--- src/rtl/nibble_add_driver.sv ---
// Purpose : drives one 4-bit operand pair at a time into an external adder and
//           captures / checks its result after a fixed LATENCY.
// Latency : accept edge + LATENCY + 1 to sampling edge; one transaction every LATENCY+2 cycles.
// Backpressure: in_ready is high only while idle; in_valid offered while busy is ignored.
//
// Ports
//   clk, reset          clock, asynchronous active-high reset
//   in_valid/in_ready   operand pair handshake; in_a, in_b are the operands
//   dut_op              registered {A, B} bus to the adder under test
//   dut_res             adder result bus (sum in [3:0], [7:4] must be zero)
//   res_valid           one-cycle pulse; res_data / mismatch describe the finished pair
//   res_data            captured dut_res, held until the next pulse
//   mismatch, err_count result check and saturating error count
//
// Build option: define NIBBLE_DRV_SELFCHECK_EN to include the result comparator and
// the error counter. Without it, mismatch and err_count are constant zero.
// LATENCY must lie in 1..15 (the wait counter is 4 bits wide).

module nibble_add_driver #(
  parameter int unsigned LATENCY = 1
) (
  input  logic       clk,
  input  logic       reset,
  input  logic       in_valid,
  output logic       in_ready,
  input  logic [3:0] in_a,
  input  logic [3:0] in_b,
  output logic [7:0] dut_op,
  input  logic [7:0] dut_res,
  output logic       res_valid,
  output logic [7:0] res_data,
  output logic       mismatch,
  output logic [7:0] err_count
);

  typedef enum logic [1:0] {
    S_IDLE  = 2'd0,
    S_WAIT  = 2'd1,
    S_CHECK = 2'd2
  } state_t;

  state_t     state_q, state_d;
  logic [3:0] cnt_q, cnt_d;
  logic [7:0] op_q, op_d;
  logic       rv_q, rv_d;
  logic [7:0] rdata_q, rdata_d;

  // ---------------------------------------------------------------------------
  // Sequencer: IDLE accepts, WAIT counts down the adder latency, CHECK samples.
  // ---------------------------------------------------------------------------
  always_comb begin
    state_d = state_q;
    cnt_d   = cnt_q;
    op_d    = op_q;
    rv_d    = 1'b0;
    rdata_d = rdata_q;

    unique case (state_q)
      S_IDLE: begin
        if (in_valid) begin
          op_d    = {in_a, in_b};
          cnt_d   = 4'(LATENCY);
          state_d = S_WAIT;
        end
      end

      S_WAIT: begin
        cnt_d = cnt_q - 4'd1;
        // Counter value 1 means the adder result becomes valid at this edge,
        // so the following edge (leaving CHECK) is the sampling edge.
        if (cnt_q == 4'd1) begin
          state_d = S_CHECK;
        end
      end

      S_CHECK: begin
        rdata_d = dut_res;
        rv_d    = 1'b1;
        state_d = S_IDLE;
      end

      default: begin
        state_d = S_IDLE;
      end
    endcase
  end

  always_ff @(posedge clk or posedge reset) begin
    if (reset) begin
      state_q <= S_IDLE;
      cnt_q   <= 4'd0;
      op_q    <= 8'd0;
      rv_q    <= 1'b0;
      rdata_q <= 8'd0;
    end else begin
      state_q <= state_d;
      cnt_q   <= cnt_d;
      op_q    <= op_d;
      rv_q    <= rv_d;
      rdata_q <= rdata_d;
    end
  end

  // res_valid and in_ready rise together after the sampling edge, so a new
  // pair can be taken in the same cycle the previous result is presented.
  assign in_ready  = (state_q == S_IDLE);
  assign dut_op    = op_q;
  assign res_valid = rv_q;
  assign res_data  = rdata_q;

`ifdef NIBBLE_DRV_SELFCHECK_EN
  // ---------------------------------------------------------------------------
  // Result checker and saturating error counter.
  // ---------------------------------------------------------------------------
  logic       sample;
  logic [3:0] sum_nib;
  logic [7:0] expected;
  logic       mm_q, mm_d;
  logic [7:0] err_q, err_d;

  assign sample   = (state_q == S_CHECK);
  // 4-bit sum: the carry out of bit 3 is intentionally dropped.
  assign sum_nib  = op_q[7:4] + op_q[3:0];
  // Upper nibble must read back as zero; anything else counts as a mismatch.
  assign expected = {4'b0000, sum_nib};

  always_comb begin
    mm_d  = mm_q;
    err_d = err_q;
    if (sample) begin
      mm_d = (dut_res != expected);
      if ((dut_res != expected) && (err_q != 8'hFF)) begin
        err_d = err_q + 8'd1;
      end
    end
  end

  always_ff @(posedge clk or posedge reset) begin
    if (reset) begin
      mm_q  <= 1'b0;
      err_q <= 8'd0;
    end else begin
      mm_q  <= mm_d;
      err_q <= err_d;
    end
  end

  assign mismatch  = mm_q;
  assign err_count = err_q;
`else
  assign mismatch  = 1'b0;
  assign err_count = 8'd0;
`endif

endmodule

--- config.mk ---
export PLATFORM = sky130hd
export DESIGN_NAME = nibble_add_driver
export DESIGN_NICKNAME = d
export VERILOG_FILES = /design/src/rtl/nibble_add_driver.sv
export SDC_FILE = /design/constraint.sdc
export NUM_CORES = 1
export LEC_CHECK = 0
export BUFFER_PORTS_ARGS = -buffer_cell sky130_fd_sc_hd__buf_2
export CAP_MARGIN = 20
export CORE_UTILIZATION = 45
export CTS_CLUSTER_DIAMETER = 150
export DETAILED_ROUTE_END_ITERATION = 12
export GPL_TIMING_DRIVEN = 0
export HOLD_SLACK_MARGIN = 0.12
export PLACE_DENSITY = 0.78
export SKIP_LAST_GASP = 1
export SLEW_MARGIN = 20
export SYNTH_ARGS = -nofsm -noshare
export SYNTH_HDL_FRONTEND = slang
export SYNTH_SLANG_ARGS = --single-unit
--- constraint.sdc ---
create_clock -name clk -period 1.47 [get_ports clk]
set_input_delay 0.0735 -clock clk [delete_from_list [all_inputs] [get_ports clk]]
set_output_delay 0.0735 -clock clk [all_outputs]
set_load 0.05 [all_outputs]
==> results.json <==
{
  "worstSkewPairLatency_ns": 0.30,
  "worstMarginPinSlew_ns": 0.817,
  "synth_commonest_cells": "23 x dfrtp_1, 9 x buf_4, 8 x mux2_2, 8 x mux2_4, 4 x nand2_1",
  "finalHoldViolCount": 0,
  "dp_cells": 147,
  "cts.path.max_buffers": 2,
  "ys_seq_elements": 23,
  "synth_top_area_share_pct": 56.0,
  "synth_top_cells_by_area": "dfrtp_1 56%, mux2_4 12%, mux2_2 8.8%",
  "start_util_pct": 49.9,
  "hold-worst-slack_ns": 0.177,
  "avgViaCountPerCell": 4.38,
  "ys_types": 23,
  "start_kind": "register",
  "fmax_mhz": 775,
  "core-area_um2": 2060,
  "yosys.area.top_type": "dfrtp_1",
  "cts_tree": "done",
  "fin_cells": 168,
  "overflow": 0,
  "syn_inst": 76,
  "switching_share_pct": 49.1,
  "syn_avg_cell_area_um2": 13.5,
  "power_density_nw_per_um2": 2260,
  "drt_iter0_drc": 7,
  "yosysWarnings": 0,
  "cp_num_buf_inv": 1,
  "cap_violations": 0,
  "root_buffer": "clkbuf_4",
  "cp.arrival_ns": 1.48,
  "power_switching_w": 0.00164,
  "relSlewSlack_pct": 45.4,
  "num_io_pins": 46,
  "first_global_vias": 655,
  "path_clk_slew_ns": 0.12,
  "p_int_w": 0.00170,
  "setup_viol": 0,
  "path_delay_family": "flip-flops",
  "drcViolationCount": 0,
  "rsz0062_at_grt": "false",
  "crit_chain": "nor2b_1, buf_2, mux2_2",
  "die-area_um2": 2480,
  "place.gp.congestion": 0.727,
  "numPortBuffers": 36,
  "syn2layout_area_growth_pct": 43.8,
  "async_flop_share_pct": 100,
  "final_util_pct": 71.7,
  "dpl_cell_area_um2": 1280,
  "netlist_area_um2": 1030,
  "wl_per_cell_um": 11.2,
  "pwr-share-comb_pct": 57.7,
  "diodes": 0,
  "required_ns": 1.66,
  "vias": 735,
  "htree_num_levels": 1,
  "ys_seq_area_share_pct": 56.0,
  "synthFlopType": "dfrtp_1",
  "yosysMostFrequentCell": "dfrtp_1",
  "dr.pass1.iters": 2,
  "endpoint_kind": "register",
  "finalMaxSlewViolations": 0,
  "area.sequential_um2": 577,
  "cpMaxStageDelayCell": "dfrtp_2",
  "hold_buffers": 17,
  "grt_max_degree": 24,
  "cts_inserted_buffers": 3,
  "finalSetupTns_ns": 0,
  "fin_nets": 163,
  "rows": 16,
  "antenna_found_initial": 0,
  "min_period_ns": 1.29,
  "final_area_um2": 1480,
  "hp-class": "primary input to register",
  "multi_input_area_um2": 393,
  "period_share_pct": 87.8,
  "seqPwrFrac_pct": 34.0,
  "antenna_left": 0,
  "dp_hpwl_um": 1280,
  "power.leakage_nw": 0.770,
  "cts_sinks": 23,
  "post_cts_buffers": 0,
  "n_fill_cell": 146,
  "grt_usage_pct": 16.0,
  "vdd_drop_max_mv": 1.45,
  "cpPeakStageDelay_ns": 0.48,
  "crit_fanout": 9,
  "die_w_um": 49.8,
  "skew_ns": 0.00597,
  "path_class": "register to register",
  "outcome": "finished clean",
  "drive_gt1_share_pct": 48.9,
  "grt_pass1_wl_um": 2910,
  "ctsResizeCount": 0,
  "die_height_um": 49.8,
  "synth-edff-count": 0,
  "clkPwrFrac_pct": 8.3,
  "wl_um": 1890
}
## placed cells by master, fill, tap and decap left out
master,synthesis,final
buf_8,0,1
conb_1,1,9
o311ai_1,1,1
and2_4,1,1
a31oi_1,1,1
dfrtp_2,0,1
a22o_1,1,1
ha_1,2,2
nor2_1,2,2
clkbuf_1,0,1
nand2_1,4,4
mux2i_1,1,1
clkbuf_4,0,3
mux2_2,8,8
nand2b_1,2,2
dfrtp_1,23,22
inv_1,3,3
nor2_4,0,1
o21bai_1,1,1
mux2_4,8,8
buf_2,1,37
dlygate4sd3_1,0,17
nand3_1,1,1
o21ai_0,2,2
buf_4,9,9
or3_1,1,1
nor2b_1,1,1
## logic make-up after synthesis
logic type,Yosys count,share of synthesized area [%]
flip-flops,23,56.0
multiplexers,17,21.4
buffers and inverters,14,9.24
AND/OR/NAND/NOR,13,6.57
AO/OA/AOI/OAI,6,4.02
adder cells (fa/ha/maj),2,2.43
other,1,0.365
## layout make-up
cell class                      count  area share [%]
Multi-Input combinational cell     47            26.6
Timing Repair Buffer               53            23.7
Clock buffer                        4            1.78
Buffer                             11            5.92
Inverter                            3           0.761
Tap cell                           27            2.28
Sequential cell                    23            39.0
## power groups by stage
stage	Combinational [W]	Clock (W)	Sequential, W
after floorplan	0.000747	0	0.00190
after global placement	0.00187	0	0.00112
after detailed placement	0.00190	0	0.00115
after CTS	0.00194	0.000280	0.00113
after global routing	0.00202	0.000313	0.00118
final	0.00193	0.000278	0.00114
## path summary, 6_finish.rpt
kind	cells after the start	startpoint	endpoint	slack [ns]
max in group asynchronous	3	reset	state_q[0]$_DFFE_PP0P_	0.44
setup / recovery	3	state_q[0]$_DFFE_PP0P_	res_data[7]$_DFFE_PP0P_	0.18
hold reg to reg	1	res_data[4]$_DFFE_PP0P_	res_data[4]$_DFFE_PP0P_	0.52
min in group asynchronous	3	reset	res_data[7]$_DFFE_PP0P_	0.48
hold / removal	3	in_valid	state_q[0]$_DFFE_PP0P_	0.18
setup reg to reg	3	state_q[0]$_DFFE_PP0P_	res_data[7]$_DFFE_PP0P_	0.18
## stage by stage
stage / total power [W] / setup slack [ns]
2_1_floorplan: 0.00265 / 0.00452
3_3_place_gp: 0.00299 / 0.218
3_5_place_dp: 0.00305 / 0.195
4_1_cts: 0.00335 / 0.180
5_1_grt: 0.00352 / 0.117
6_report: 0.00334 / 0.179
## per-layer routing
metal	wire length, µm	up-vias	GRT usage, %
li1	-	367	-
met1	839	338	19.2
met2	921	28	28.8
met3	113	2	3.40
met4	12	0	4.29
met5	0	-	0
## worst min-delay path, cell delays in order
cell and delay, ns:
buf_2 0.09, o21bai_1 0.12, a31oi_1 0.16
## sequential cells by signal, summed over array words and instances, names as in the netlist
| signal | cells |
|---|---|
| state_q | 2 |
| dut_op | 8 |
| res_valid | 1 |
| res_data | 8 |
| cnt_q | 4 |
Power figures use the tool's default switching activity.
